`config.mk`:
```
export PLATFORM = sky130hd
export DESIGN_NAME = mc_ctrl_ws_flat
export DESIGN_NICKNAME = d
export VERILOG_FILES = /design/src/rtl/mc_ctrl_pkg.sv /design/src/rtl/mc_ctrl_ws_if.sv /design/src/rtl/mem_wait_timer.sv /design/src/rtl/mc_ctrl_ws.sv /design/src/flat_wrapper.sv
export SDC_FILE = /design/constraint.sdc
export NUM_CORES = 1
export LEC_CHECK = 0
export CORE_MARGIN = 3
export CORE_UTILIZATION = 48
export CTS_BUF_LIST = sky130_fd_sc_hd__clkbuf_8
export DETAILED_ROUTE_END_ITERATION = 8
export PLACE_DENSITY = 0.82
export SKIP_LAST_GASP = 1
export SLEW_MARGIN = 20
export SYNTH_ARGS = -nofsm -noshare
export SYNTH_HDL_FRONTEND = slang
export SYNTH_SLANG_ARGS = --single-unit
```
`constraint.sdc`:
```
create_clock -name clk -period 2.8 [get_ports clk]
set_clock_uncertainty 0.05 [all_clocks]
set_input_delay 0.56 -clock clk [delete_from_list [all_inputs] [get_ports clk]]
set_output_delay 0.56 -clock clk [all_outputs]
set_load 0.01 [all_outputs]
```
`src/rtl/mc_ctrl_pkg.sv`:
```
`default_nettype none
// ============================================================================
//  Module      : mc_ctrl_pkg
//  Description : Shared types for the multicycle controller with memory
//                wait-states: FSM state enum, opcode constants, a decoded
//                opcode enum with its decode function, and the control-word
//                struct that bundles every datapath strobe.
//  Revision    : 1.0  initial release
// ============================================================================
package mc_ctrl_pkg;

    typedef enum logic [3:0] {
        S_IF    = 4'd0,
        S_DEC   = 4'd1,
        S_LDI   = 4'd2,
        S_MVR   = 4'd3,
        S_RT    = 4'd4,
        S_WB_R  = 4'd5,
        S_IF2   = 4'd6,
        S_JMP   = 4'd7,
        S_STA   = 4'd8,
        S_LDM   = 4'd9,
        S_LDA   = 4'd10,
        S_ALUM  = 4'd11,
        S_WB_M  = 4'd12,
        S_FAULT = 4'd13
    } state_t;

    // Full 4-bit opcodes (checked first)
    localparam logic [3:0] c_OP_MVR = 4'b1100;
    localparam logic [3:0] c_OP_ADR = 4'b1101;
    localparam logic [3:0] c_OP_ANR = 4'b1110;
    localparam logic [3:0] c_OP_ORR = 4'b1111;
    // 3-bit opcodes on instruction[3:1]
    localparam logic [2:0] c_OP_LDI = 3'b000;
    localparam logic [2:0] c_OP_LDA = 3'b001;
    localparam logic [2:0] c_OP_STA = 3'b010;
    localparam logic [2:0] c_OP_ADA = 3'b011;
    localparam logic [2:0] c_OP_ANA = 3'b100;
    localparam logic [2:0] c_OP_JMP = 3'b101;

    typedef enum logic [3:0] {
        OP_LDI, OP_LDA, OP_STA, OP_ADA, OP_ANA, OP_JMP,
        OP_MVR, OP_ADR, OP_ANR, OP_ORR, OP_BAD
    } op_t;

    // Full 4-bit encodings take priority over the 3-bit ones.
    function automatic op_t decode_op(input logic [3:0] instr);
        op_t op;
        op = OP_BAD;
        if      (instr == c_OP_MVR) op = OP_MVR;
        else if (instr == c_OP_ADR) op = OP_ADR;
        else if (instr == c_OP_ANR) op = OP_ANR;
        else if (instr == c_OP_ORR) op = OP_ORR;
        else begin
            case (instr[3:1])
                c_OP_LDI: op = OP_LDI;
                c_OP_LDA: op = OP_LDA;
                c_OP_STA: op = OP_STA;
                c_OP_ADA: op = OP_ADA;
                c_OP_ANA: op = OP_ANA;
                c_OP_JMP: op = OP_JMP;
                default:  op = OP_BAD;
            endcase
        end
        return op;
    endfunction

    typedef struct packed {
        logic mem_req;
        logic mem_read;
        logic mem_write;
        logic bus_fault;
        logic instr_done;
        logic ld_pc;
        logic ld_ir;
        logic ld_di;
        logic ld_alu;
        logic ld_tr;
        logic ld_czn;
        logic write_en_rf;
        logic sel_ir_3_2;
        logic sel_di_4_3;
        logic sel_mem_src_pc;
        logic sel_mem_src_tr;
        logic sel_alu_src_reg1;
        logic sel_alu_src_tr;
        logic sel_czn_src_rf;
        logic sel_czn_src_alu;
        logic sel_pc_src_jump;
        logic sel_rf_write_src_alu;
        logic sel_rf_write_src_reg1;
        logic sel_rf_write_src_tr_12_5;
    } ctrl_t;

endpackage
`default_nettype wire

```
`src/rtl/mc_ctrl_ws_if.sv`:
```
`default_nettype none
// ============================================================================
//  Module      : mc_ctrl_ws_if
//  Description : Memory handshake bundle between the controller and memory.
//                mem_req/MEM_read/MEM_write come from the controller,
//                mem_ready comes back from memory.
//  Ports       : master = controller side, slave = memory side
//  Revision    : 1.0  initial release
// ============================================================================
interface mc_ctrl_ws_if;
    logic mem_req;
    logic mem_ready;
    logic MEM_read;
    logic MEM_write;

    modport master (output mem_req, output MEM_read, output MEM_write,
                    input  mem_ready);
    modport slave  (input  mem_req, input  MEM_read, input  MEM_write,
                    output mem_ready);
endinterface
`default_nettype wire

```
`src/rtl/mem_wait_timer.sv`:
```
`default_nettype none
// ============================================================================
//  Module      : mem_wait_timer
//  Description : Counts memory wait cycles for the current access and flags
//                the cycle in which the access has run out of budget.
//  Ports       : clk, rst   - clock, synchronous active-high reset
//                start      - clear the counter (FSM is changing state)
//                mem_ready  - memory completes this cycle
//                expired    - last permitted wait cycle with mem_ready low
//  Revision    : 1.0  initial release
// ============================================================================
module mem_wait_timer #(
    parameter int MEM_TIMEOUT = 16
) (
    input  wire logic clk,
    input  wire logic rst,
    input  wire logic start,
    input  wire logic mem_ready,
    output logic      expired
);
    // A zero timeout still needs a legal 1-bit counter.
    localparam int CNT_W = (MEM_TIMEOUT > 0) ? $clog2(MEM_TIMEOUT + 1) : 1;

    logic [CNT_W-1:0] r_cnt;

    // Saturating count of wait cycles; never wraps back to a small value.
    always_ff @(posedge clk) begin
        if (rst || start) begin
            r_cnt <= '0;
        end else if (!mem_ready && (r_cnt != {CNT_W{1'b1}})) begin
            r_cnt <= r_cnt + CNT_W'(1);
        end
    end

    generate
        if (MEM_TIMEOUT > 0) begin : g_timeout
            localparam logic [CNT_W-1:0] c_LIMIT = CNT_W'(MEM_TIMEOUT - 1);
            // mem_ready in the same cycle always beats the timeout.
            assign expired = !mem_ready && (r_cnt == c_LIMIT);
        end else begin : g_no_timeout
            logic w_unused_cnt;
            assign w_unused_cnt = ^r_cnt;
            assign expired      = 1'b0;
        end
    endgenerate

endmodule
`default_nettype wire

```
`src/rtl/mc_ctrl_ws.sv`:
```
`default_nettype none
// ============================================================================
//  Module      : mc_ctrl_ws
//  Description : Multicycle CPU control unit with memory wait-states.
//                Sequences fetch/decode/execute/writeback, waits on a
//                req/ready memory handshake and traps into a sticky FAULT
//                state when an access exceeds MEM_TIMEOUT cycles.
//  Ports       : clk, rst            - clock, synchronous active-high reset
//                instruction[3:0]    - IR opcode bits
//                out_jump_sel        - jump condition from flag logic
//                bus                 - memory handshake (master modport)
//                bus_fault           - sticky fault flag
//                instr_done          - pulse in an instruction's last cycle
//                ld_* / write_en_rf  - register load/write enables
//                sel_*               - datapath mux selects
//                cen_PC              - tied low
//  Revision    : 1.0  initial release
// ============================================================================
module mc_ctrl_ws
    import mc_ctrl_pkg::*;
#(
    parameter int MEM_TIMEOUT = 16
) (
    input  wire logic       clk,
    input  wire logic       rst,
    input  wire logic [3:0] instruction,
    input  wire logic       out_jump_sel,
    mc_ctrl_ws_if.master    bus,
    output logic            bus_fault,
    output logic            instr_done,
    output logic            ld_PC,
    output logic            ld_IR,
    output logic            ld_DI,
    output logic            ld_ALU,
    output logic            ld_TR,
    output logic            ld_CZN,
    output logic            write_en_rf,
    output logic            sel_IR_3_2,
    output logic            sel_DI_4_3,
    output logic            sel_MEM_src_PC,
    output logic            sel_MEM_src_TR,
    output logic            sel_ALU_src_reg1,
    output logic            sel_ALU_src_TR,
    output logic            sel_CZN_src_RF,
    output logic            sel_CZN_src_ALU,
    output logic            sel_PC_src_jump,
    output logic            sel_RF_write_src_ALU,
    output logic            sel_RF_write_src_reg1,
    output logic            sel_RF_write_src_TR_12_5,
    output logic            cen_PC
);

    state_t r_state;
    state_t w_state_next;
    op_t    w_op;
    logic   w_expired;
    logic   w_ready;
    ctrl_t  w_cw;

    assign w_op    = decode_op(instruction);
    assign w_ready = bus.mem_ready;

    // Any state change clears the wait counter, so every memory state
    // starts its access with a fresh budget.
    mem_wait_timer #(
        .MEM_TIMEOUT (MEM_TIMEOUT)
    ) u_timer (
        .clk       (clk),
        .rst       (rst),
        .start     (w_state_next != r_state),
        .mem_ready (w_ready),
        .expired   (w_expired)
    );

    // ---------------------------------------------------------------- state
    always_ff @(posedge clk) begin
        if (rst) begin
            r_state <= S_IF;
        end else begin
            r_state <= w_state_next;
        end
    end

    // ----------------------------------------------------------- next state
    always_comb begin
        w_state_next = r_state;
        case (r_state)
            S_IF: begin
                if (w_ready)        w_state_next = S_DEC;
                else if (w_expired) w_state_next = S_FAULT;
            end
            S_DEC: begin
                case (w_op)
                    OP_LDI:                 w_state_next = S_LDI;
                    OP_MVR:                 w_state_next = S_MVR;
                    OP_ADR, OP_ANR, OP_ORR: w_state_next = S_RT;
                    default:                w_state_next = S_IF2;
                endcase
            end
            S_RT:   w_state_next = S_WB_R;
            S_IF2: begin
                if (w_ready) begin
                    case (w_op)
                        OP_JMP:  w_state_next = S_JMP;
                        OP_STA:  w_state_next = S_STA;
                        default: w_state_next = S_LDM;
                    endcase
                end else if (w_expired) begin
                    w_state_next = S_FAULT;
                end
            end
            S_STA: begin
                if (w_ready)        w_state_next = S_IF;
                else if (w_expired) w_state_next = S_FAULT;
            end
            S_LDM: begin
                if (w_ready)        w_state_next = (w_op == OP_LDA) ? S_LDA : S_ALUM;
                else if (w_expired) w_state_next = S_FAULT;
            end
            S_ALUM: w_state_next = S_WB_M;
            S_LDI, S_MVR, S_WB_R, S_JMP, S_LDA, S_WB_M: w_state_next = S_IF;
            S_FAULT: w_state_next = S_FAULT;
            default: w_state_next = S_IF;
        endcase
    end

    // -------------------------------------------------------------- outputs
    always_comb begin
        w_cw = '0;
        case (r_state)
            S_IF: begin
                w_cw.mem_req        = 1'b1;
                w_cw.mem_read       = 1'b1;
                w_cw.sel_mem_src_pc = 1'b1;
                w_cw.ld_ir          = w_ready;
                w_cw.ld_pc          = w_ready;
            end
            S_LDI: begin
                w_cw.ld_di      = 1'b1;
                w_cw.instr_done = 1'b1;
            end
            S_MVR: begin
                w_cw.sel_rf_write_src_reg1 = 1'b1;
                w_cw.sel_ir_3_2            = 1'b1;
                w_cw.write_en_rf           = 1'b1;
                w_cw.instr_done            = 1'b1;
            end
            S_RT: begin
                w_cw.sel_ir_3_2       = 1'b1;
                w_cw.sel_alu_src_reg1 = 1'b1;
                w_cw.ld_alu           = 1'b1;
                w_cw.ld_czn           = 1'b1;
                w_cw.sel_czn_src_alu  = 1'b1;
            end
            S_WB_R: begin
                w_cw.sel_rf_write_src_alu = 1'b1;
                w_cw.write_en_rf          = 1'b1;
                w_cw.instr_done           = 1'b1;
            end
            S_IF2: begin
                w_cw.mem_req        = 1'b1;
                w_cw.mem_read       = 1'b1;
                w_cw.sel_mem_src_pc = 1'b1;
                w_cw.ld_tr          = w_ready;
                w_cw.ld_pc          = w_ready;
            end
            S_JMP: begin
                w_cw.ld_pc           = out_jump_sel;
                w_cw.sel_pc_src_jump = out_jump_sel;
                w_cw.instr_done      = 1'b1;
            end
            S_STA: begin
                w_cw.mem_req        = 1'b1;
                w_cw.mem_write      = 1'b1;
                w_cw.sel_mem_src_tr = 1'b1;
                w_cw.sel_di_4_3     = 1'b1;
                w_cw.instr_done     = w_ready;
            end
            S_LDM: begin
                w_cw.mem_req        = 1'b1;
                w_cw.mem_read       = 1'b1;
                w_cw.sel_mem_src_tr = 1'b1;
                w_cw.ld_tr          = w_ready;
            end
            S_LDA: begin
                w_cw.sel_di_4_3               = 1'b1;
                w_cw.sel_rf_write_src_tr_12_5 = 1'b1;
                w_cw.write_en_rf              = 1'b1;
                w_cw.ld_czn                   = 1'b1;
                w_cw.sel_czn_src_rf           = 1'b1;
                w_cw.instr_done               = 1'b1;
            end
            S_ALUM: begin
                w_cw.sel_di_4_3      = 1'b1;
                w_cw.sel_alu_src_tr  = 1'b1;
                w_cw.ld_alu          = 1'b1;
                w_cw.ld_czn          = 1'b1;
                w_cw.sel_czn_src_alu = 1'b1;
            end
            S_WB_M: begin
                w_cw.sel_rf_write_src_alu = 1'b1;
                w_cw.write_en_rf          = 1'b1;
                w_cw.instr_done           = 1'b1;
                w_cw.sel_di_4_3           = 1'b1;
            end
            S_FAULT: begin
                w_cw.bus_fault = 1'b1;
            end
            default: w_cw = '0;
        endcase

        // Reset aborts immediately: nothing may be loaded or written in a
        // reset cycle, whatever state the FSM happens to be in.
        if (rst) begin
            w_cw.ld_pc       = 1'b0;
            w_cw.ld_ir       = 1'b0;
            w_cw.ld_di       = 1'b0;
            w_cw.ld_alu      = 1'b0;
            w_cw.ld_tr       = 1'b0;
            w_cw.ld_czn      = 1'b0;
            w_cw.write_en_rf = 1'b0;
            w_cw.mem_write   = 1'b0;
            w_cw.instr_done  = 1'b0;
        end
    end

    assign bus.mem_req               = w_cw.mem_req;
    assign bus.MEM_read              = w_cw.mem_read;
    assign bus.MEM_write             = w_cw.mem_write;
    assign bus_fault                 = w_cw.bus_fault;
    assign instr_done                = w_cw.instr_done;
    assign ld_PC                     = w_cw.ld_pc;
    assign ld_IR                     = w_cw.ld_ir;
    assign ld_DI                     = w_cw.ld_di;
    assign ld_ALU                    = w_cw.ld_alu;
    assign ld_TR                     = w_cw.ld_tr;
    assign ld_CZN                    = w_cw.ld_czn;
    assign write_en_rf               = w_cw.write_en_rf;
    assign sel_IR_3_2                = w_cw.sel_ir_3_2;
    assign sel_DI_4_3                = w_cw.sel_di_4_3;
    assign sel_MEM_src_PC            = w_cw.sel_mem_src_pc;
    assign sel_MEM_src_TR            = w_cw.sel_mem_src_tr;
    assign sel_ALU_src_reg1          = w_cw.sel_alu_src_reg1;
    assign sel_ALU_src_TR            = w_cw.sel_alu_src_tr;
    assign sel_CZN_src_RF            = w_cw.sel_czn_src_rf;
    assign sel_CZN_src_ALU           = w_cw.sel_czn_src_alu;
    assign sel_PC_src_jump           = w_cw.sel_pc_src_jump;
    assign sel_RF_write_src_ALU      = w_cw.sel_rf_write_src_alu;
    assign sel_RF_write_src_reg1     = w_cw.sel_rf_write_src_reg1;
    assign sel_RF_write_src_TR_12_5  = w_cw.sel_rf_write_src_tr_12_5;
    assign cen_PC                    = 1'b0;

endmodule
`default_nettype wire

```
`src/flat_wrapper.sv`:
```
// flat-port wrapper written by rule: the top's interface ports become plain ports
module mc_ctrl_ws_flat import mc_ctrl_pkg::*;
#(
    parameter int MEM_TIMEOUT = 16
)
  (clk, rst, instruction, out_jump_sel, bus_fault, instr_done, ld_PC, ld_IR, ld_DI, ld_ALU, ld_TR, ld_CZN, write_en_rf, sel_IR_3_2, sel_DI_4_3, sel_MEM_src_PC, sel_MEM_src_TR, sel_ALU_src_reg1, sel_ALU_src_TR, sel_CZN_src_RF, sel_CZN_src_ALU, sel_PC_src_jump, sel_RF_write_src_ALU, sel_RF_write_src_reg1, sel_RF_write_src_TR_12_5, cen_PC, bus_mem_req, bus_MEM_read, bus_MEM_write, bus_mem_ready);
  mc_ctrl_ws_if bus_i ();
  input  wire logic clk;
  input  wire logic rst;
  input  wire logic [3:0] instruction;
  input  wire logic out_jump_sel;
  output logic bus_fault;
  output logic instr_done;
  output logic ld_PC;
  output logic ld_IR;
  output logic ld_DI;
  output logic ld_ALU;
  output logic ld_TR;
  output logic ld_CZN;
  output logic write_en_rf;
  output logic sel_IR_3_2;
  output logic sel_DI_4_3;
  output logic sel_MEM_src_PC;
  output logic sel_MEM_src_TR;
  output logic sel_ALU_src_reg1;
  output logic sel_ALU_src_TR;
  output logic sel_CZN_src_RF;
  output logic sel_CZN_src_ALU;
  output logic sel_PC_src_jump;
  output logic sel_RF_write_src_ALU;
  output logic sel_RF_write_src_reg1;
  output logic sel_RF_write_src_TR_12_5;
  output logic cen_PC;
  output wire logic [$bits(bus_i.mem_req)-1:0] bus_mem_req;
  output wire logic [$bits(bus_i.MEM_read)-1:0] bus_MEM_read;
  output wire logic [$bits(bus_i.MEM_write)-1:0] bus_MEM_write;
  input wire logic [$bits(bus_i.mem_ready)-1:0] bus_mem_ready;
  assign bus_mem_req = bus_i.mem_req;
  assign bus_MEM_read = bus_i.MEM_read;
  assign bus_MEM_write = bus_i.MEM_write;
  assign bus_i.mem_ready = bus_mem_ready;
  mc_ctrl_ws #(.MEM_TIMEOUT(MEM_TIMEOUT)) u_core (.clk(clk), .rst(rst), .instruction(instruction), .out_jump_sel(out_jump_sel), .bus(bus_i), .bus_fault(bus_fault), .instr_done(instr_done), .ld_PC(ld_PC), .ld_IR(ld_IR), .ld_DI(ld_DI), .ld_ALU(ld_ALU), .ld_TR(ld_TR), .ld_CZN(ld_CZN), .write_en_rf(write_en_rf), .sel_IR_3_2(sel_IR_3_2), .sel_DI_4_3(sel_DI_4_3), .sel_MEM_src_PC(sel_MEM_src_PC), .sel_MEM_src_TR(sel_MEM_src_TR), .sel_ALU_src_reg1(sel_ALU_src_reg1), .sel_ALU_src_TR(sel_ALU_src_TR), .sel_CZN_src_RF(sel_CZN_src_RF), .sel_CZN_src_ALU(sel_CZN_src_ALU), .sel_PC_src_jump(sel_PC_src_jump), .sel_RF_write_src_ALU(sel_RF_write_src_ALU), .sel_RF_write_src_reg1(sel_RF_write_src_reg1), .sel_RF_write_src_TR_12_5(sel_RF_write_src_TR_12_5), .cen_PC(cen_PC));
endmodule
```
Yosys cells after proc, flatten, opt, wreduce, memory -nomap -nowiden
Index checks and enable logic that the tools add are counted.

cells by class
  $add $sub $neg = 1
  muxes and demuxes = 38
  reduce and logical (&&, ||, !) cells = 20
  equality and inequality tests = 32

operator list
  kind                                                             number
  4-bit == test, second input constant                             12
  4-bit 2-to-1 mux                                                 9
  4-bit case mux with 8 select lines                               1
  4-bit by 3-bit == test with 1-bit output, second input constant  7
  4-bit case mux with 6 select lines                               1
  1-bit 2-to-1 mux                                                 22
  4-bit by 2-bit == test with 1-bit output, second input constant  3
  2-bit OR reduction                                               6
  4-bit OR reduction                                               3
  3-bit case mux with 3 select lines                               1
  3-bit OR reduction                                               3
  4-bit by 1-bit == test with 1-bit output, second input constant  2
  4-bit zero test                                                  2
  8-bit 2-to-1 mux                                                 1
  4-bit case mux with 2 select lines                               1
  3-bit by 2-bit == test with 1-bit output, second input constant  2
  3-bit == test, second input constant                             2
  6-bit OR reduction                                               1
  5-bit by 1-bit adder with 5-bit output, second input constant    1
  5-bit by 4-bit == test with 1-bit output, second input constant  1
  5-bit != test, second input constant                             1
  4-bit != test                                                    1
  1-bit case mux with 2 select lines                               2
  3-bit by 1-bit == test with 1-bit output, second input constant  1
  4 further kinds                                                  5

word-level totals
  word-level logic and storage cells = 93
  output and inout bits = 25
  register bits = 9

Longest topological paths before layout
Gate-level depths: netlist (run 1).

  depth after elaboration = 12
  depth in mapped cells = 8
  depth with buffers taken out = 8

By module
Synthesis (run 1) repeated with hierarchy kept, for this count alone.

second synthesis, totals
  cell total of the unflattened synthesis = 146
  area total of the unflattened synthesis = 1067.3 um^2

by module, submodules not included
  module          area each (um^2)  instances  cells each
  mc_ctrl_ws      817.0             1          118
  mem_wait_timer  250.2             1          28

Worst setup path after synthesis (run 1)
Ideal clock, no wire load.

  path kind = register to output
  start point = register u_core.r_state[0]
  end point = output port ld_ALU
  data arrival time = 1.507 ns
  cell stages (with the launch flop) = 6
  setup slack = 0.683 ns
  required time = 2.190 ns
  path through = dfxtp_1 -> buf_2 -> buf_1 -> nand2_1 -> o21ai_0 -> nor2b_1

on the way
  word-level cells in the longest chain between the ends = 4
  elaborated cells between the ends (all ways) = 5
  those cells by class = 2 x eq/ne; 2 x mux; 1 x reduce/logical

ends and longest elaborated chain
  what                                                                              line                RTL
  start, declared                                                                   mc_ctrl_ws.sv:53    state_t r_state;
  start signal, assigned                                                            mc_ctrl_ws.sv:80    r_state <= w_state_next;
  4-bit by 3-bit == test with 1-bit output / 4-bit == test (equally long branches)  -
  2-bit OR reduction (no source line) *                                             -
  1-bit 2-to-1 mux *                                                                -
  net sel_CZN_src_ALU                                                               flat_wrapper.sv:28  output logic sel_CZN_src_ALU;
  8-bit 2-to-1 mux *                                                                mc_ctrl_ws.sv:214   if (rst) begin
  end, declared                                                                     flat_wrapper.sv:17  output logic ld_ALU;

The timed path passes the listed nets; every way through them passes the cells marked *.

Worst setup path after layout (run 1)
  start point = register u_core.r_state[2]
  end point = output port ld_TR

on the way
  word-level cells in the longest chain between the ends = 4
  elaborated cells between the ends (all ways) = 5
  those cells by class = 2 x eq/ne; 2 x mux; 1 x reduce/logical

ends and longest elaborated chain
  what                                                                              line                RTL
  4-bit by 3-bit == test with 1-bit output / 4-bit == test (equally long branches)  mc_ctrl_ws.sv:130   case (r_state)
  2-bit OR reduction (no source line) *                                             -
  1-bit 2-to-1 mux *                                                                mc_ctrl_ws.sv:130
  8-bit 2-to-1 mux *                                                                mc_ctrl_ws.sv:214
  end, declared                                                                     flat_wrapper.sv:18  output logic ld_TR;

Mark *: on every way between the ends. The rest lies on a longest branch, timed or not.

==> impl_metrics.tcl, run 1 <==
set metrics [dict create \
    status "finished clean" \
    final_common_cell "clkdlybuf4s50_1" \
    die_area_um2 2837 \
    nNetsFinal 195 \
    place.port_buffers 31 \
    whs_path_depth 2 \
    finalCriticalPeriod_ns 2.648 \
    vias 1271 \
    arrival_ns 2.04 \
    hold_violations 0 \
    irDropWorstVdd_mv 0.4841 \
    synth_top_area_share_pct 16.80 \
    fin_crit_sh_pct 94.58 \
    setup_ws_ns 0.1518 \
    powerDensity_nw_per_um2 904.1 \
    start_kind "register" \
    core_area_um2 2042 \
    hold_class "reg -> reg" \
    rows 16 \
    avgViaCountPerCell 6.052 \
    synth_flop_cell "dfxtp_1" \
    seq_area_frac_synth_pct 16.80 \
    synth_area_leaders "dfxtp_1, nor2_1, o21ai_0, nor4_1, nand2_1" \
    fin_tns_setup_ns 0 \
    post_drt_wl_per_cell_um 15.38 \
    p_leak_nw 0.5500 \
    dp_hpwl_mm 2.596 \
    clk_path_buf_depth 2 \
    hold_ws_ns 0.5073 \
    syn-instance-count 150 \
    final_cell_mix "clkdlybuf4s50_1, nor2_1, nand2_1" \
    maxCapViolCount 0 \
    maxClockFrequency_mhz 377.6 \
    numClockSinks 9 \
    grt_pass1_wl_mm 5.409 \
    worstSetupEndpointType "output port" \
    gp_congestion 0.9946 \
    cts_tree "yes" \
    grt_usage_pct 25.83 \
    pre_cts_ws_ns 0.1466 \
    grt_pass1_vias 1192 \
    drv_slew 0 \
    synth_warnings 0 \
    drive_gt1_share_pct 15.85 \
    antenna_found_initial 0 \
    met2_length_mm 1.558 \
    htreeDepth 1 \
    syn_nets 161 \
    synth_seq_cells 9 \
    area_delta_synth_final_pct 37.22 \
    drtIter0Drc 63 \
    grt_start_max_net_pins 17 \
    clk_pin_slew_ns 0.04 \
    rr_worst_depth 8 \
    rsz0062_at_grt "false" \
    async_reset_ff_share_pct 0 \
    die_height_um 53.27 \
    root_buffer "clkbuf_8" \
    clock_latency_ns 0.23 \
    syn_area_um2 1072 \
    ioPinCount 33 \
    drt_wl_total_mm 3.230 \
    critPathKind "reg -> out" \
    n_antenna_cell 0 \
    die_x_um 53.27 \
    drtPass1Iterations 4 \
    start_util_pct 52.51 \
    ant_nets 0 \
    yosysUniqueCellTypes 49 \
    grt_remaining_overflow 0 \
    routed.top_layer "met4" \
    cts_buffers 3 \
    cp_max_fo 13 \
    drc_errors 0 \
    synth_area_leader_cell "dfxtp_1" \
    wl_met3_um 174 \
    synth_edf_count 0 \
    avgSynthCellArea_um2 7.149 \
    crit_required_ns 2.19 \
    met1Wirelength_mm 1.429 \
    setup_viol 0 \
]
==> metrics by stage <==
step	instance area, µm²	instances	util (%)	total power (W)
after floorplan	1072	150	-	0.0007919
after global placement	1423	206	69.67	0.001160
after detailed placement	1423	206	69.67	0.001176
final	1471	210	72.06	0.001330
after global routing	1471	210	72.06	0.001428
after CTS	1468	210	71.88	0.001325
==> layout make-up <==
cell class / count / area, µm²
well taps: 27 / 33.78
flip-flops and latches: 9 / 183.9
fillers: 173 / 570.5
repair buffers: 42 / 405.4
inverters: 8 / 30.03
clock buffers: 3 / 41.29
clock inverters: 1 / 3.754
multi-input cells: 120 / 773.2
==> final timing paths <==
| check | startpoint | end | slack, ns |
|---|---|---|---|
| worst min-delay path | u_core.u_timer.r_cnt[1]$_SDFFE_PP0P_ | u_core.u_timer.r_cnt[1]$_SDFFE_PP0P_ | 0.51 |
| worst max register to register | u_core.u_timer.r_cnt[0]$_SDFFE_PP0P_ | u_core.u_timer.r_cnt[3]$_SDFFE_PP0P_ | 0.57 |
| worst max-delay path | u_core.r_state[2]$_SDFF_PP0_ | ld_TR | 0.15 |
| worst min register to register | u_core.u_timer.r_cnt[1]$_SDFFE_PP0P_ | u_core.u_timer.r_cnt[1]$_SDFFE_PP0P_ | 0.51 |
==> Yosys cell counts (2+ instances only) <==
cell / number
nor2_1: 19
nand2_1: 11
dfxtp_1: 9
o21ai_0: 9
inv_1: 8
a21oi_1: 7
nor4_1: 7
nor3_1: 6
buf_4: 4
nand2b_1: 4
and3_1: 3
buf_6: 3
ha_1: 3
nand3_1: 3
nor2b_1: 3
or2_2: 3
xor2_1: 3
a221oi_1: 2
a22oi_1: 2
a31oi_1: 2
and2_1: 2
buf_1: 2
buf_2: 2
clkbuf_1: 2
nand2b_4: 2
nand3b_1: 2
nand4_1: 2
o2111ai_1: 2
o211ai_1: 2
xnor2_1: 2
==> critical path, stage by stage (launching register included) <==
cell	delay, ns
dfxtp_1	0.38
buf_4	0.22
nand2b_4	0.18
nor2_1	0.24
nor2_1	0.09
nor3_1	0.13
clkdlybuf4s50_1	0.56
==> power by group <==
| group | internal, W | switching, W |
|---|---|---|
| Combinational | 0.000492 | 0.000475 |
| Clock | 0.0000952 | 0.0000483 |
| Sequential | 0.000159 | 0.0000613 |
| Total | 0.000746 | 0.000584 |
==> flip-flops by register name, summed over array words and instances, names as in the netlist <==
| register | flops |
|---|---|
| u_core.r_state | 4 |
| u_core.u_timer.r_cnt | 5 |
==> layer usage <==
metal	track usage [%]	vias to the layer above
li1	-	608
met1	32.72	615
met2	43.27	42
met3	5.634	6
met4	7.234	0
met5	0	-
==> cells by family (layout without fill, tap and decap cells) <==
kind of cell,count (synthesis),count (layout),share of synthesized area (%)
other,1,1,0.3497
AND/OR/NAND/NOR,74,74,38.86
multiplexers,1,1,0.9335
adder cells (fa/ha/maj),3,3,3.501
flip-flops,9,9,16.80
buffers and inverters,21,54,11.09
AO/OA/AOI/OAI,36,36,24.39
XOR/XNOR,5,5,4.085
==> timing repair <==
| action | CTS | global route |
|---|---|---|
| hold buffers | 0 | 0 |
| buffers inserted | 0 | 0 |
| endpoints found under the hold margin | 0 | 0 |
| endpoints found under the setup margin | 0 | 5 |
| resized for setup | 0 | 3 |
Power figures use the tool's default switching activity.
==> inputs of run 2 (changes only) <==
--- a/config.mk
+++ b/config.mk
@@ -9,7 +9,7 @@
 export CORE_UTILIZATION = 48
 export CTS_BUF_LIST = sky130_fd_sc_hd__clkbuf_8
 export DETAILED_ROUTE_END_ITERATION = 8
-export PLACE_DENSITY = 0.82
+export PLACE_DENSITY_LB_ADDON = 0.1
 export SKIP_LAST_GASP = 1
 export SLEW_MARGIN = 20
 export SYNTH_ARGS = -nofsm -noshare
==> constraint.sdc (replaced) <==
create_clock -name clk -period 2.8 [get_ports clk]
set_clock_uncertainty 0.05 [all_clocks]
set_input_delay 0.84 -clock clk [delete_from_list [all_inputs] [get_ports clk]]
set_output_delay 0.84 -clock clk [all_outputs]
set_load 0.01 [all_outputs]
==> run 2 against run 1 <==
Register-to-register slack worse by 0.07 ns. First-iteration DRC count stayed put. Global-route usage is 3.0 points higher. Count of clock-buffer cells in the layout stayed put. Final cell count is 8.6% higher. Final area is 9.0% higher. Largest power group unchanged.
==> impl_metrics.tcl, run 2 (same netlist as run 1, synthesis figures left out) <==
set metrics [dict create \
    multi_input_area_um2 785.8 \
    switching_power_w 0.0006179 \
    numClockSinks 9 \
    core_area_um2 2042 \
    drv_slew 0 \
    clk_pin_slew_ns 0.04 \
    worstPathCellList "clkdlybuf4s50_1, nand2_1, nor2_2, buf_4, dlygate4sd2_1" \
    maxCapViolCount 0 \
    grtUsageMet1_pct 36.32 \
    cts_tree "yes" \
    finalCriticalPeriod_ns 2.750 \
    grt_start_max_net_pins 17 \
    hold_end "u_core.u_timer.r_cnt[4]$_SDFFE_PP0P_" \
    gp_congestion 0.9392 \
    root_buffer "clkbuf_8" \
    die_area_um2 2837 \
    worstSetupEndpointType "output port" \
    irDropWorstVdd_mv 0.6454 \
    start_kind "input pin" \
    use_met2_pct 48.57 \
    crit_required_ns 1.91 \
    maxClockFrequency_mhz 363.6 \
    largest_register_ffs 5 \
    n_antenna_cell 0 \
    die_x_um 53.27 \
    ctsHoldBuffers 0 \
    post_drt_wl_per_cell_um 16.43 \
    rr_startpoint "u_core.u_timer.r_cnt[0]$_SDFFE_PP0P_" \
    powerDensity_nw_per_um2 874.7 \
    avgViaCountPerCell 5.868 \
    dp_hpwl_mm 2.789 \
    drt_wl_total_mm 3.746 \
    start_util_pct 52.51 \
    hold_class "reg -> reg" \
    status "finished clean" \
    pwr-share-seq_pct 15.5 \
    reg_top3 "u_core.u_timer.r_cnt: 5 flops, u_core.r_state: 4 flops" \
    ant_nets 0 \
    grt_pass1_vias 1272 \
    min_from "u_core.u_timer.r_cnt[4]$_SDFFE_PP0P_" \
    vias 1338 \
    cts_buffers 3 \
    grt.met3_usage_pct 7.606 \
    final_cell_mix "buf_4, clkdlybuf4s50_1, nor2_1" \
    critPathKind "in -> out" \
    cp_max_fo 2 \
    slowest_delay_ns 0.47 \
    drtIter0Drc 63 \
    nNetsFinal 213 \
    p_int_w 0.0007851 \
    regMostFlops "u_core.u_timer.r_cnt" \
    reg2reg_to "u_core.u_timer.r_cnt[1]$_SDFFE_PP0P_" \
    whs_path_depth 2 \
    drive_gt1_share_pct 27.36 \
    area_delta_synth_final_pct 49.59 \
    reg2reg_slack_ns 0.50 \
    setup_viol 0 \
    p_leak_nw 0.6843 \
    ioPinCount 33 \
    htreeDepth 1 \
    grt_most_used_layer "met2" \
    rr_worst_depth 8 \
    arrival_ns 1.86 \
    crit_slowest_cell "clkdlybuf4s50_1" \
    clock_latency_ns 0.24 \
    place.port_buffers 31 \
    clk_path_buf_depth 2 \
    pwr-share-comb_pct 73.9 \
    clockPowerShare_pct 10.6 \
    grt_pass1_wl_mm 5.913 \
    grt_remaining_overflow 0 \
    power.total_w 0.001403 \
    regArea_um2 190.2 \
    drtPass1Iterations 4 \
    rows 16 \
    rsz0062_at_grt "false" \
    fill_cells 152 \
    hold_ws_ns 0.5225 \
    final_common_cell "buf_4" \
    fin_crit_sh_pct 98.22 \
    grt_usage_pct 28.82 \
    hold_violations 0 \
    die_height_um 53.27 \
    switching_share_pct 44.04 \
    antenna_found_initial 0 \
    drc_errors 0 \
]
## run 2: changes by cell type in the layout (fill, tap and decap cells not counted), sizes merged
| cell | delta |
|---|---|
| buf | +19 |
| clkdlybuf4s50 | -11 |
| dlygate4sd2 | +5 |
| clkdlybuf4s15 | +2 |
| dlymetal6s2s | +2 |
| clkbuf | +1 |
## run 2: layout make-up
cell class,count,share of cell area [%]
clock inverters,1,0.2340
flip-flops and latches,9,11.86
well taps,27,2.106
inverters,8,1.872
clock buffers,3,2.574
repair buffers,60,32.37
multi-input cells,120,48.99
## run 2: worst max-delay path, delay by kind of cell
kind,cells,cell delay (ns)
buf+inv,3,0.84
simple gates,2,0.17
## run 2: power by group through the flow
stage	clock [W]	sequential, W	combinational [W]
after floorplan	0	0.000167	0.000624
after global placement	0	0.000221	0.000985
after detailed placement	0	0.000222	0.000996
after CTS	0.000152	0.000228	0.000998
after global routing	0.000159	0.000220	0.00112
final	0.000148	0.000218	0.00104
## run 2: what timing repair did
action                     CTS  global route
gates resized for setup     23            10
cloned                       0             0
setup endpoints to repair   18             7
buffers inserted             0             2
## run 2: worst max path at each step
stage	to	depth (start not counted)	slack (ns)	from
after floorplan	bus_MEM_write	3	0.27	rst
after global routing	bus_mem_req	5	0.01	u_core.r_state[2]$_SDFF_PP0_
after global placement	ld_IR	4	-0.40	rst
final	sel_PC_src_jump	5	0.05	out_jump_sel
after detailed placement	ld_IR	4	-0.48	rst
after CTS	bus_MEM_read	5	0.008	u_core.r_state[2]$_SDFF_PP0_
## run 2: metal layers
layer,routed length [µm],up-vias
li1,-,643
met1,1621,625
met2,1813,66
met3,278,4
met4,33,0
met5,0,-
## run 2: metrics by stage
stage	std cells	area, µm²	setup WS [ns]	setup TNS, ns	utilization, %
after detailed placement	222	1530	-0.4791	-3.603	74.94
after global placement	222	1530	-0.3978	-3.323	74.94
after floorplan	150	1072	0.2731	0	-
final	228	1604	0.04971	0	78.55
after global routing	228	1604	0.01431	0	78.55
after CTS	226	1582	0.007972	0	77.45
==> inputs of run 3 (changes only) <==
--- a/config.mk
+++ b/config.mk
@@ -5,8 +5,9 @@
 export SDC_FILE = /design/constraint.sdc
 export NUM_CORES = 1
 export LEC_CHECK = 0
+export ABC_AREA = 1
 export CORE_MARGIN = 3
-export CORE_UTILIZATION = 48
+export CORE_UTILIZATION = 47
 export CTS_BUF_LIST = sky130_fd_sc_hd__clkbuf_8
 export DETAILED_ROUTE_END_ITERATION = 8
 export PLACE_DENSITY_LB_ADDON = 0.1
==> run 3 against run 2 <==
Combinational power is 27% lower. Critical path depth fell by 1. Maximum frequency is 0.50% higher. Register-to-register slack better by 0.21 ns. Final area fell by 16%. Sequential cell count is the same. Via count fell by 8.7%. Non-clock buffer count fell by 23. Synthesized cell count increased by 11%. Sequential share of layout area increased by 1.7 points. Area after synthesis fell by 9.5%. Hold slack got worse by 0.045 ns.
==> impl_metrics.tcl, run 3 <==
set metrics [dict create \
    drtPass1Iterations 4 \
    numClockSinks 9 \
    fin_crit_sh_pct 97.74 \
    largest_register_ffs 5 \
    syn_nets 178 \
    cp-startpoint "rst" \
    powerDensity_nw_per_um2 821.0 \
    reg2reg_slack_ns 0.71 \
    drc_errors 0 \
    start_util_pct 52.79 \
    dp_hpwl_mm 2.355 \
    synth_top_area_share_pct 18.56 \
    yosys-top-cells-count "nand2_1, nor2_1, inv_1" \
    vias 1222 \
    maxCapViolCount 0 \
    drtIter0Drc 33 \
    regArea_um2 183.9 \
    htreeDepth 1 \
    p_leak_nw 0.6579 \
    final_cells 228 \
    synth-simple-area-share_pct 49.23 \
    cts_tree "yes" \
    start_kind "input pin" \
    nNetsFinal 215 \
    post_drt_wl_per_cell_um 12.39 \
    avgViaCountPerCell 5.360 \
    multi_input_area_um2 670.6 \
    syn-instance-count 167 \
    root_buffer "clkbuf_8" \
    die_x_um 51.45 \
    rr_worst_depth 13 \
    finalCriticalPeriod_ns 2.737 \
    ctsHoldBuffers 0 \
    ioPinCount 33 \
    drive_gt1_share_pct 20.69 \
    synth_flop_cell "dfxtp_1" \
    worstSetupEndpointType "output port" \
    yosysUniqueCellTypes 29 \
    synth_top_family_by_area "simple AND/OR/NAND/NOR gates" \
    seq_area_frac_synth_pct 18.56 \
    hold_class "reg -> reg" \
    clk_pin_slew_ns 0.04 \
    avgSynthCellArea_um2 5.814 \
    synthAdderAreaFrac_pct 3.866 \
    rows 15 \
    antenna_found_initial 0 \
    final_util_pct 73.67 \
    synthMuxAreaShare_pct 1.031 \
    synth_area_leader_cell "dfxtp_1" \
    ant_nets 0 \
    gp_congestion 0.9167 \
    place.port_buffers 31 \
    status "finished clean" \
    fill_cells 185 \
    maxClockFrequency_mhz 365.4 \
    dp_cells 224 \
    postCtsSetupBuffers 0 \
    grt_usage_pct 22.63 \
    cp_max_fo 8 \
    rr_startpoint "u_core.u_timer.r_cnt[0]$_SDFFE_PP0P_" \
    critPathKind "in -> out" \
    rsz0062_at_grt "true" \
    synth_most_common_cell "nand2_1" \
    n_antenna_cell 0 \
    drt_wl_total_mm 2.825 \
    synth_edf_count 0 \
    reg2reg_to "u_core.u_timer.r_cnt[4]$_SDFFE_PP0P_" \
    syn_area_um2 970.9 \
    final_cell_mix "nand2_1, nor2_1, clkdlybuf4s50_1" \
    arrival_ns 1.85 \
    synth_compound_gate_area_share_pct 11.08 \
    crit_required_ns 1.91 \
    cts_buffers 3 \
    synth_area_leaders "dfxtp_1, nand2_1, nor2_1, nand3_1, inv_1" \
    synth_warnings 0 \
    regMostFlops "u_core.u_timer.r_cnt" \
    final_common_cell "nand2_1" \
    reg_top3 "u_core.u_timer.r_cnt: 5 flops, u_core.r_state: 4 flops" \
    worstSetupEndpoint "write_en_rf" \
    die_area_um2 2647 \
    drv_slew 0 \
    clk_path_buf_depth 2 \
    irDropWorstVdd_mv 0.5552 \
    hold_violations 0 \
    setup_viol 0 \
    grt_remaining_overflow 0 \
    core_area_um2 1839 \
    grt_pass1_vias 1131 \
    grt_pass1_wl_mm 4.623 \
    async_reset_ff_share_pct 0 \
    area_delta_synth_final_pct 39.56 \
    grt_start_max_net_pins 10 \
    die_height_um 51.45 \
    synth_xor_area_share_pct 2.706 \
    clock_latency_ns 0.23 \
    synth_seq_cells 9 \
]
run 3: cell count changes in the layout (fill, tap and decap cells not counted), sizes merged, moves of 5 or more:
cell,previous run,this run
nor4,8,0
inv,9,26
nand4,2,7
nand2b,6,0
nand3,3,19
nand2,11,39
buf,30,7
nor2,20,33
run 3: worst max-delay path: stages:
cell and delay [ns]:
clkdlybuf4s50_1 0.50, buf_4 0.17, nor2_1 0.05, dlygate4sd2_1 0.28
run 3: cell families (layout without fill, tap and decap cells):
| logic type | count (synthesis) | in the layout |
|---|---|---|
| AO/OA/AOI/OAI | 19 | 19 |
| XOR/XNOR | 3 | 3 |
| adder cells (fa/ha/maj) | 3 | 3 |
| buffers and inverters | 30 | 66 |
| flip-flops | 9 | 9 |
| multiplexers | 1 | 1 |
| other | 1 | 1 |
| AND/OR/NAND/NOR | 101 | 101 |
run 3: power by group:
part	switching, W	internal, W	total, W
clock network	0.0000484	0.0000952	0.000144
logic	0.000441	0.000312	0.000754
registers	0.0000535	0.000162	0.000215
run 3: routing by layer:
metal | GRT usage, % | up-vias | wire [µm]
met4 | 8.297 | 0 | 55
met2 | 40.04 | 48 | 1438
met5 | 0 | - | 0
met1 | 25.93 | 553 | 1124
met3 | 5.539 | 8 | 207
li1 | - | 613 | -
run 3: worst min path at each step:
stage | from | end | slack, ns | depth (start not counted)
after global routing | u_core.u_timer.r_cnt[3]$_SDFFE_PP0P_ | u_core.u_timer.r_cnt[3]$_SDFFE_PP0P_ | 0.52 | 2
after global placement | u_core.u_timer.r_cnt[3]$_SDFFE_PP0P_ | u_core.u_timer.r_cnt[3]$_SDFFE_PP0P_ | 0.46 | 2
final | u_core.u_timer.r_cnt[3]$_SDFFE_PP0P_ | u_core.u_timer.r_cnt[3]$_SDFFE_PP0P_ | 0.48 | 2
after floorplan | u_core.u_timer.r_cnt[3]$_SDFFE_PP0P_ | u_core.u_timer.r_cnt[3]$_SDFFE_PP0P_ | 0.44 | 2
after detailed placement | u_core.u_timer.r_cnt[3]$_SDFFE_PP0P_ | u_core.u_timer.r_cnt[3]$_SDFFE_PP0P_ | 0.47 | 2
after CTS | u_core.u_timer.r_cnt[3]$_SDFFE_PP0P_ | u_core.u_timer.r_cnt[3]$_SDFFE_PP0P_ | 0.48 | 2
run 3: final cells by class:
class                      instances  share of cell area [%]
inverter                          25                   7.110
clock buffer                       3                   3.047
multi-input combinational        128                   49.49
tap                               25                   2.308
timing repair buffer              37                   24.19
clock inverter                     1                  0.2770
sequential                         9                   13.57
run 3: timing repair:
item / CTS / global route
setup endpoints to repair: 10 / 8
pin swaps: 0 / 0
resized for setup: 13 / 12
hold endpoints to repair: 0 / 0
run 3: through the flow:
step	worst slack, ns	power [W]	cell area, µm²	hold slack (ns)	setup TNS, ns
2_1_floorplan	0.3961	0.0006717	970.9	0.4367	0
3_3_place_gp	-0.2601	0.0009501	1326	0.4563	-2.064
3_5_place_dp	-0.3165	0.0009676	1326	0.4684	-2.248
4_1_cts	-0.01799	0.001100	1361	0.4792	-0.02323
5_1_grt	-0.04156	0.001206	1355	0.5196	-0.04156
6_report	0.06330	0.001113	1355	0.4775	0
